`src/rtl/can_pkg.sv`:
```
// can_pkg -- shared types and constants for the CAN bit destuffer.
// Holds the receiver state encoding, the bit-stuffing run limit and the
// bus-idle / end-of-frame recessive bit counts.
package can_pkg;

  // Receiver states: wait for bus idle, wait for SOF, inside a frame.
  typedef enum logic [1:0] {
    INTEGRATE = 2'd0,
    IDLE      = 2'd1,
    FRAME     = 2'd2
  } can_state_e;

  // Five equal bits in a row force a complementary stuff bit.
  localparam int STUFF_LIMIT   = 5;
  // Recessive bit times needed before the bus is considered idle.
  localparam int IDLE_BITS     = 11;
  // Recessive samples (outside the stuffed region) that end a frame.
  localparam int EOF_RECESSIVE = 10;

  localparam int RUN_W = 3;

  // Run-length increment that saturates at the stuffing limit.
  function automatic logic [RUN_W-1:0] run_inc(input logic [RUN_W-1:0] cnt);
    logic [RUN_W-1:0] res;
    if (cnt >= RUN_W'(STUFF_LIMIT)) begin
      res = RUN_W'(STUFF_LIMIT);
    end else begin
      res = cnt + RUN_W'(1);
    end
    return res;
  endfunction

endpackage

```
`src/rtl/can_rx_sync.sv`:
```
// can_rx_sync -- brings the asynchronous CAN line into the clk domain.
// Two flops resolve metastability, a third holds the previous synchronized
// value so a recessive-to-dominant (1->0) transition can be flagged.
// All flops reset to recessive so no false edge appears after reset.
module can_rx_sync
  import can_pkg::*;
(
  input  logic clk,
  input  logic rst,
  input  logic rx_raw,
  output logic rx_s,
  output logic fall
);

  logic r_meta;
  logic r_sync;
  logic r_prev;

  // Synchronizer chain plus edge-history register.
  always_ff @(posedge clk) begin
    if (rst) begin
      r_meta <= 1'b1;
      r_sync <= 1'b1;
      r_prev <= 1'b1;
    end else begin
      r_meta <= rx_raw;
      r_sync <= r_meta;
      r_prev <= r_sync;
    end
  end

  assign rx_s = r_sync;
  assign fall = r_prev & ~r_sync;

endmodule

```
`src/rtl/can_bit_destuff.sv`:
```
// can_bit_destuff -- CAN receive bit timing and destuffing.
// Synchronizes the line, waits for bus idle, hard-syncs on SOF, soft-resyncs
// on later falling edges, samples once per bit and strips stuff bits while
// the downstream stage reports the stuffed region.
// Optional feature macro: CAN_STUFF_ERR_EN -- when defined, a stuff violation
// pulses stuff_err and aborts the frame; otherwise stuff_err is tied low and
// the offending bit is dropped silently.
module can_bit_destuff
  import can_pkg::*;
#(
  parameter int BIT_CLKS   = 16,
  parameter int SAMPLE_CLK = 11,
  parameter int SJW_CLKS   = 2
) (
  input  logic clk,
  input  logic rst,
  input  logic rx_raw,
  input  logic stuff_en,
  output logic bit_valid,
  output logic bit_val,
  output logic sof,
  output logic frame_active,
  output logic stuff_err
);

  localparam int PH_W     = $clog2(BIT_CLKS);
  localparam int INT_CLKS = IDLE_BITS * BIT_CLKS;
  localparam int INT_W    = $clog2(INT_CLKS + 1);
  localparam int EOF_W    = 4;

  localparam logic [PH_W-1:0]  PH_LAST   = PH_W'(BIT_CLKS - 1);
  localparam logic [PH_W-1:0]  PH_SAMPLE = PH_W'(SAMPLE_CLK);
  localparam logic [PH_W-1:0]  PH_SJW    = PH_W'(SJW_CLKS);
  localparam logic [INT_W-1:0] INT_LAST  = INT_W'(INT_CLKS - 1);
  localparam logic [EOF_W-1:0] EOF_LAST  = EOF_W'(EOF_RECESSIVE - 1);

  // Synchronized line and falling-edge flag.
  logic w_rx_s;
  logic w_fall;

  can_rx_sync u_sync (
    .clk    (clk),
    .rst    (rst),
    .rx_raw (rx_raw),
    .rx_s   (w_rx_s),
    .fall   (w_fall)
  );

  // State and counters.
  can_state_e       r_state,        w_state_next;
  logic [PH_W-1:0]  r_phase,        w_phase_next;
  logic [INT_W-1:0] r_int_cnt,      w_int_cnt_next;
  logic [RUN_W-1:0] r_run_cnt,      w_run_cnt_next;
  logic             r_run_val,      w_run_val_next;
  logic [EOF_W-1:0] r_eof_cnt,      w_eof_cnt_next;
  logic             r_first,        w_first_next;
  logic             r_resynced,     w_resynced_next;
  logic             r_last_smp,     w_last_smp_next;

  // Registered outputs.
  logic r_bit_valid,    w_bit_valid_next;
  logic r_bit_val,      w_bit_val_next;
  logic r_sof,          w_sof_next;
  logic r_frame_active, w_frame_active_next;
  logic r_stuff_err,    w_stuff_err_next;

  // Decoded timing events inside a frame.
  logic w_sample_pt;
  logic w_resync_ok;

  assign w_sample_pt = (r_phase == PH_SAMPLE);

  // Soft resync only for a 1->0 edge away from the bit start and the sample
  // point, once between samples, and only when the last bit was recessive
  // (an edge after a dominant sample cannot be a genuine bit boundary).
  assign w_resync_ok = w_fall && (r_phase != '0) && (r_phase != PH_SAMPLE) &&
                       !r_resynced && r_last_smp;

  // Next-state, counter and output decode.
  always_comb begin
    w_state_next        = r_state;
    w_phase_next        = r_phase;
    w_int_cnt_next      = r_int_cnt;
    w_run_cnt_next      = r_run_cnt;
    w_run_val_next      = r_run_val;
    w_eof_cnt_next      = r_eof_cnt;
    w_first_next        = r_first;
    w_resynced_next     = r_resynced;
    w_last_smp_next     = r_last_smp;
    w_bit_valid_next    = 1'b0;
    w_bit_val_next      = 1'b0;
    w_sof_next          = 1'b0;
    w_frame_active_next = r_frame_active;
    w_stuff_err_next    = 1'b0;

    unique case (r_state)
      INTEGRATE: begin
        w_frame_active_next = 1'b0;
        if (w_rx_s) begin
          if (r_int_cnt == INT_LAST) begin
            w_state_next   = IDLE;
            w_int_cnt_next = '0;
          end else begin
            w_int_cnt_next = r_int_cnt + INT_W'(1);
          end
        end else begin
          w_int_cnt_next = '0;
        end
      end

      IDLE: begin
        w_frame_active_next = 1'b0;
        // Hard sync: the SOF edge defines phase 0 and opens a dominant run.
        if (w_fall) begin
          w_state_next    = FRAME;
          w_phase_next    = '0;
          w_run_cnt_next  = RUN_W'(1);
          w_run_val_next  = 1'b0;
          w_eof_cnt_next  = '0;
          w_first_next    = 1'b1;
          w_resynced_next = 1'b0;
          w_last_smp_next = 1'b0;
        end
      end

      FRAME: begin
        // Free-running bit phase.
        if (r_phase == PH_LAST) begin
          w_phase_next = '0;
        end else begin
          w_phase_next = r_phase + PH_W'(1);
        end

        // Phase correction limited to SJW, in either direction.
        if (w_resync_ok) begin
          w_resynced_next = 1'b1;
          if (r_phase < PH_SAMPLE) begin
            // Edge arrived late: pull the phase back.
            w_phase_next = (r_phase > PH_SJW) ? (r_phase - PH_SJW) : '0;
          end else if ((PH_LAST - r_phase) < PH_SJW) begin
            // Edge slightly early and within reach: start the new bit now.
            w_phase_next = '0;
          end else begin
            // Edge early beyond SJW: advance by the maximum allowed.
            w_phase_next = r_phase + PH_SJW;
          end
        end

        if (w_sample_pt) begin
          w_resynced_next = 1'b0;
          w_last_smp_next = w_rx_s;

          if (r_first) begin
            // SOF: the run was already opened at hard sync.
            w_first_next        = 1'b0;
            w_bit_valid_next    = 1'b1;
            w_bit_val_next      = 1'b0;
            w_sof_next          = 1'b1;
            w_frame_active_next = 1'b1;
          end else if (stuff_en) begin
            w_eof_cnt_next = '0;
            if (r_run_cnt == RUN_W'(STUFF_LIMIT)) begin
              if (w_rx_s != r_run_val) begin
                // Genuine stuff bit: swallow it, it opens a new run.
                w_run_cnt_next = RUN_W'(1);
                w_run_val_next = w_rx_s;
              end else begin
`ifdef CAN_STUFF_ERR_EN
                // Sixth equal bit: abort and re-integrate. This path wins
                // over any end-of-frame handling below.
                w_stuff_err_next    = 1'b1;
                w_state_next        = INTEGRATE;
                w_int_cnt_next      = '0;
                w_frame_active_next = 1'b0;
`else
                // Sixth equal bit tolerated: drop it and restart the run.
                w_run_cnt_next = RUN_W'(1);
`endif
              end
            end else begin
              w_bit_valid_next = 1'b1;
              w_bit_val_next   = w_rx_s;
              if (w_rx_s == r_run_val) begin
                w_run_cnt_next = run_inc(r_run_cnt);
              end else begin
                w_run_cnt_next = RUN_W'(1);
                w_run_val_next = w_rx_s;
              end
            end
          end else begin
            // Unstuffed region: every bit passes; the run is cleared so the
            // first stuffed bit afterwards begins counting from scratch.
            w_bit_valid_next = 1'b1;
            w_bit_val_next   = w_rx_s;
            w_run_cnt_next   = '0;
            w_run_val_next   = w_rx_s;
            if (w_rx_s) begin
              if (r_eof_cnt == EOF_LAST) begin
                w_state_next        = IDLE;
                w_eof_cnt_next      = '0;
                w_frame_active_next = 1'b0;
              end else begin
                w_eof_cnt_next = r_eof_cnt + EOF_W'(1);
              end
            end else begin
              w_eof_cnt_next = '0;
            end
          end
        end
      end

      default: begin
        w_state_next = INTEGRATE;
      end
    endcase
  end

  // State, counter and output registers.
  always_ff @(posedge clk) begin
    if (rst) begin
      r_state        <= INTEGRATE;
      r_phase        <= '0;
      r_int_cnt      <= '0;
      r_run_cnt      <= '0;
      r_run_val      <= 1'b0;
      r_eof_cnt      <= '0;
      r_first        <= 1'b0;
      r_resynced     <= 1'b0;
      r_last_smp     <= 1'b0;
      r_bit_valid    <= 1'b0;
      r_bit_val      <= 1'b0;
      r_sof          <= 1'b0;
      r_frame_active <= 1'b0;
      r_stuff_err    <= 1'b0;
    end else begin
      r_state        <= w_state_next;
      r_phase        <= w_phase_next;
      r_int_cnt      <= w_int_cnt_next;
      r_run_cnt      <= w_run_cnt_next;
      r_run_val      <= w_run_val_next;
      r_eof_cnt      <= w_eof_cnt_next;
      r_first        <= w_first_next;
      r_resynced     <= w_resynced_next;
      r_last_smp     <= w_last_smp_next;
      r_bit_valid    <= w_bit_valid_next;
      r_bit_val      <= w_bit_val_next;
      r_sof          <= w_sof_next;
      r_frame_active <= w_frame_active_next;
      r_stuff_err    <= w_stuff_err_next;
    end
  end

  assign bit_valid    = r_bit_valid;
  assign bit_val      = r_bit_val;
  assign sof          = r_sof;
  assign frame_active = r_frame_active;
`ifdef CAN_STUFF_ERR_EN
  assign stuff_err    = r_stuff_err;
`else
  assign stuff_err    = 1'b0;
  // The error register is constant zero in this build.
  logic w_unused_err;
  assign w_unused_err = r_stuff_err;
`endif

endmodule

```
`config.mk`:
```
export PLATFORM = sky130hd
export DESIGN_NAME = can_bit_destuff
export DESIGN_NICKNAME = d
export VERILOG_FILES = /design/src/rtl/can_pkg.sv /design/src/rtl/can_rx_sync.sv /design/src/rtl/can_bit_destuff.sv
export SDC_FILE = /design/constraint.sdc
export NUM_CORES = 1
export LEC_CHECK = 0
export BUFFER_PORTS_ARGS = -buffer_cell sky130_fd_sc_hd__buf_4
export CORE_MARGIN = 8
export CORE_UTILIZATION = 54
export CTS_CLUSTER_DIAMETER = 50
export CTS_CLUSTER_SIZE = 24
export DETAILED_ROUTE_END_ITERATION = 8
export MAX_ROUTING_LAYER = met4
export PLACE_DENSITY = 0.74
export SYNTH_ARGS = -nofsm -noshare
export SYNTH_HDL_FRONTEND = slang
export SYNTH_HIERARCHICAL = 1
export SYNTH_SLANG_ARGS = --single-unit
```
`constraint.sdc`:
```
create_clock -name clk -period 1.8 [get_ports clk]
set_input_delay 0.09 -clock clk [delete_from_list [all_inputs] [get_ports clk]]
set_output_delay 0.09 -clock clk [all_outputs]
set_load 0.02 [all_outputs]
```
---- Yosys cells after proc, flatten, opt, wreduce, memory -nomap -nowiden ----
Cells that the tools add are included.
cells by class
  $add $sub $neg .......................... 7
  shift-type cells ........................ 0
  $mul .................................... 0
  div/mod/pow operators ................... 0
  $lt $le $gt $ge ......................... 4
  reductions and logical operators ........ 19
  muxes and demuxes ....................... 60
  equal/unequal tests ..................... 24
  bitwise logic cells ..................... 4
operator list
  kind                                                                              count
  4-bit two-way mux                                                                 11
  1-bit two-way mux                                                                 23
  3-bit two-way mux                                                                 7
  2-bit two-way mux                                                                 8
  8-bit two-way mux                                                                 2
  4-bit case mux with 2 select lines                                                2
  4-bit == test (second input constant)                                             3
  2-bit inequality test (second input constant)                                     6
  4-bit inequality test (second input constant)                                     3
  1-bit case mux with 2 select lines                                                5
  3-bit inequality test (second input constant)                                     3
  4-bit by 1-bit adder with 4-bit output (second input constant)                    2
  8-bit by 1-bit adder with 8-bit output (second input constant)                    1
  8-bit == test (second input constant)                                             1
  8-bit AND reduction                                                               1
  2-bit case mux with 3 select lines                                                1
  3-bit case mux with 2 select lines                                                1
  3-bit AND reduction                                                               2
  6-bit AND reduction                                                               1
  5-bit AND reduction                                                               1
  4-bit by 2-bit adder with 4-bit output (second input constant)                    1
  4-bit by 2-bit greater-than comparator with 1-bit output (second input constant)  1
  1-bit logical AND                                                                 4
  4-bit by 2-bit less-than comparator with 1-bit output (second input constant)     1
  other kinds (23)                                                                  27
storage, ports and cells
  bits in writable memories ............... 0
  output and inout port bits .............. 5
  latch bits .............................. 0
  ROM bits ................................ 0
  memories ................................ 0
  register bits after elaboration ......... 32

---- Depth between registers and ports, before layout ----
  depth in word-level cells ............... 9
  depth in mapped cells ................... 7
  mapped depth without buffers ............ 6

---- Modules after synthesis ----
Netlist, hierarchy kept.
modules (own cells, without submodules)
  module           cells each  area an instance (µm²)  instances
  can_bit_destuff  216         1780.5                  1
  can_rx_sync      7           85.1                    1

---- Worst setup path after synthesis ----
No wires, ideal clock.
  path type ............................... register to register
  from .................................... reg r_phase[1]
  to ...................................... reg r_eof_cnt[3]
  cell stages (with the launch flop) ...... 6
  required time ........................... 1.730 ns
  library setup time ...................... 0.070 ns
  setup slack ............................. -0.001 ns
  data arrival time ....................... 1.731 ns
  cell sequence ........................... dfxtp_1 ha_1 and3b_1 a21oi_1 or4_1 a21oi_1
between the ends
  longest elaborated chain between the ends .. 3
ends and longest elaborated chain
  what                                    line                    source
  start: declaration                      can_bit_destuff.sv:51   logic [PH_W-1:0] r_phase, w_phase_next;
  start signal: assignment                can_bit_destuff.sv:237  r_phase <= w_phase_next;
  4-bit == test                           can_bit_destuff.sv:71   assign w_sample_pt = (r_phase == PH_SAMPLE);
  2-bit inequality test (no source line)  -
  4-bit AND reduction (no source line)    -
  end signal: assignment                  can_bit_destuff.sv:241  r_eof_cnt <= w_eof_cnt_next;
  end: declaration                        can_bit_destuff.sv:55   logic [EOF_W-1:0] r_eof_cnt, w_eof_cnt_next;
Every way passes these cells.
A chain may end at the register's enable or synchronous reset.

---- Worst setup path after layout ----
  from .................................... reg r_phase[1]
  to ...................................... reg r_state[0]
between the ends
  longest elaborated chain between the ends .. 3
ends and longest elaborated chain
  what                                    line                    source
  4-bit == test                           can_bit_destuff.sv:71
  2-bit inequality test (no source line)  -
  8-bit AND reduction (no source line)    -
  end signal: assignment                  can_bit_destuff.sv:236  r_state <= w_state_next;
  end: declaration                        can_bit_destuff.sv:50   can_state_e r_state, w_state_next;
Every way passes these cells.

==> run_results.csv <==
group,metric,value,unit
setup_path,r2r_start,"r_phase[1]",
routing,drt_iter0_markers,118,
setup_path,reg2reg_depth,6,
logic_synthesis,netlist_area,0.00187,sq mm
clocking,cts_tree,"done",
setup_path,critical_path_arrival,1.90,ns
setup_path,crit_fanout,7,
status,status,"finished clean",
logic_synthesis,synth_top_area_frac,0.343,
global_routing,grt_pass1_vias,1591,
cells_and_area,drive_gt1_frac,0.200,
logic_synthesis,synth_commonest_cells,"dfxtp_1, a21oi_1, nor2_1, nand2_1, nand3_1",
worst_hold_path,hp-start,"rst",
global_routing,grt_overflow,0,
cells_and_area,register_area,643,sq um
setup_path,crit_required,2.04,ns
global_routing,antenna_found_initial,0,
logic_synthesis,synth-main-ff-cell,"dfxtp_1",
cells_and_area,n_antenna_cell,0,
global_routing,grt_pass1_wl,7.30,mm
job,drv_cap,0,
pwr,total_leakage_power,0.888,nW
timing,fin_skew,0.0147,ns
cells_and_area,multi_input_area,0.00115,sq mm
timing,post-route-period-util,0.924,
routing,ant_nets,0,
global_routing,grt_start_max_net_pins,14,
setup_path,path_class,"register to register",
floorplanning,die-area,0.00559,sq mm
global_routing,use_met1,0.205,
logic_synthesis,ys_warn_count,6,
logic_synthesis,synth_edf_count,0,
timing,fmax,0.601,GHz
worst_hold_path,min_to,"r_int_cnt[5]",
routing,drc,0,
cells_and_area,area_delta_synth_final,17.0,%
logic_synthesis,synth_cell_types,53,
routing,wl_per_cell,14.6,microns
clocking,cts_root_buffer,"clkbuf_4",
placement,port_buffers,7,
global_routing,top_usage_layer,"met2",
global_routing,grtUsageMet3,0.0439,
clocking,htree_levels,2,
logic_synthesis,async_flop_share,0,
clocking,clkTransAtPathRegs,0.10,ns
floorplanning,ios,9,
placement,placed_cell_area,0.00206,sq mm
setup_path,endpoint_kind,"register",
setup_path,reg2reg_to,"r_state[0]",
logic_synthesis,yosysTopAreaCell,"dfxtp_1",
worst_hold_path,holdPathStages,2,
clocking,worstSkewPairLatency,0.34,ns
cells_and_area,fillCellCount,300,
clocking,cts.sinks,32,
setup_path,crit_path_start,"r_phase[1]",
logic_synthesis,synthCells,223,
floorplanning,rows,21,
logic_synthesis,ys_ff_latch,32,
cells_and_area,fin_area,0.00218,sq mm
cells_and_area,nNetsFinal,258,
placement,gp_congestion,0.921,
placement,place_hpwl,3.09,mm
setup_path,critical_path.startpoint_type,"register",
floorplanning,start_util,0.559,
worst_hold_path,min_path_type,"primary input to register",
routing,drtPass1Iterations,4,
logic_synthesis,synth.net_count,237,
pwr,powerDensity,611,mW/mm^2
pwr,ir_drop,0.000414,V
floorplanning,core,0.00334,sq mm
logic_synthesis,yosysMostFrequentCell,"dfxtp_1",
logic_synthesis,synth.avg_cell_area,8.37,sq um
logic_synthesis,yosysSeqAreaShare,0.343,
routing,viasPerCell,6.00,
timing,drv_slew,0,
clocking,cts_buffer_depth,2,
global_routing,met2_usage,0.273,
floorplanning,dieHeight,74.8,microns
timing,hold_viol,0,
setup_path,worst-r2r-setup-slack,0.14,ns
timing,layout_min_cycle_time,1.66,ns
cells_and_area,post-route-util,0.654,
routing,routed_wl,4.24,mm
timing,setup_viol,0,
clocking,cts-buffers-inserted,5,
routing,vias,1745,
floorplanning,die_x,74.8,microns
timing,rsz0062_at_grt,"true",
global_routing,track_usage,0.174,
logic_synthesis,synth_area_leaders,"dfxtp_1, a21oi_1, ha_1",
==> through the flow <==
step                cells  setup TNS (ns)  hold WS, ns  power, W  setup WS, ns
floorplan             223               0        0.187  0.000785        0.0523
global placement      282               0        0.271  0.000804        0.0977
detailed placement    282               0        0.276  0.000805        0.0403
CTS                   291               0      0.00180   0.00134        0.0149
global route          291        -0.00536       0.0231   0.00139      -0.00536
finish                291               0      0.00925   0.00133         0.136
==> critical path: stages, from the launching register on <==
cell	delay, ns
dfxtp_2	0.37
ha_2	0.17
buf_4	0.15
nand3b_4	0.13
o41ai_2	0.34
nand2_1	0.09
o41ai_1	0.31
==> sequential cells by signal, summed over array words and instances, names as in the netlist, 2 cells and up <==
name,cells
r_int_cnt,8
r_eof_cnt,4
r_phase,4
r_run_cnt,3
r_state,2
==> worst max path at each step <==
stage / endpoint / slack [ns] / cells past startpoint
after floorplan: r_eof_cnt[3] / 0.05 / 5
after CTS: r_state[0] / 0.01 / 6
after detailed placement: r_state[0] / 0.04 / 6
after global placement: r_phase[3] / 0.1 / 6
after global routing: r_phase[3] / -0.005 / 6
final: r_state[0] / 0.14 / 6
==> kinds of logic after synthesis <==
logic type / share of synthesized area
xor gates and xnor gates: 0.00470
adders and majority gates: 0.0671
AOI/OAI and AO/OA: 0.251
buffers and inverters: 0.0570
muxes: 0.00537
other: 0.00201
and+or+nand+nor: 0.270
DFF: 0.343
==> cell usage in the layout, fill, tap and decap left out, types with 4 or more instances in the layout <==
| master | instances |
|---|---|
| a211oi_1 | 4 |
| a21oi_1 | 24 |
| a311oi_1 | 4 |
| a31oi_1 | 4 |
| and3_1 | 4 |
| buf_4 | 25 |
| clkbuf_4 | 5 |
| dfxtp_1 | 30 |
| ha_1 | 9 |
| inv_1 | 9 |
| nand2_1 | 12 |
| nand3_1 | 12 |
| nand3b_1 | 6 |
| nor2_1 | 13 |
| nor2b_1 | 5 |
| o21ai_0 | 10 |
| o32ai_1 | 4 |
| or3_1 | 5 |
==> where the power goes <==
group / internal [W] / switching, W
combinational: 0.0000291 / 0.0000367
clock: 0.000291 / 0.000248
sequential: 0.000718 / 0.0000106
total: 0.00104 / 0.000295
==> routing by layer <==
metal / share of wire / up-vias
li1: - / 875
met1: 0.46 / 816
met2: 0.48 / 44
met3: 0.041 / 10
met4: 0.019 / 0
met5: 0 / -
==> final cells by class <==
| class | instances | area share |
|---|---|---|
| inverters | 9 | 0.0155 |
| multi-input cells | 169 | 0.529 |
| clock buffers | 6 | 0.0189 |
| clock inverters | 2 | 0.0160 |
| flip-flops and latches | 32 | 0.295 |
| well taps | 46 | 0.0264 |
| repair buffers | 27 | 0.0997 |
==> repair_timing <==
action / 4_1_cts / 5_1_grt
endpoints found under the setup margin: 0 / 8
endpoints found under the hold margin: 1 / 0
hold buffers: 1 / 0
setup buffers: 0 / 0
gates resized for setup: 0 / 8
(Power assumes the default switching activity.)
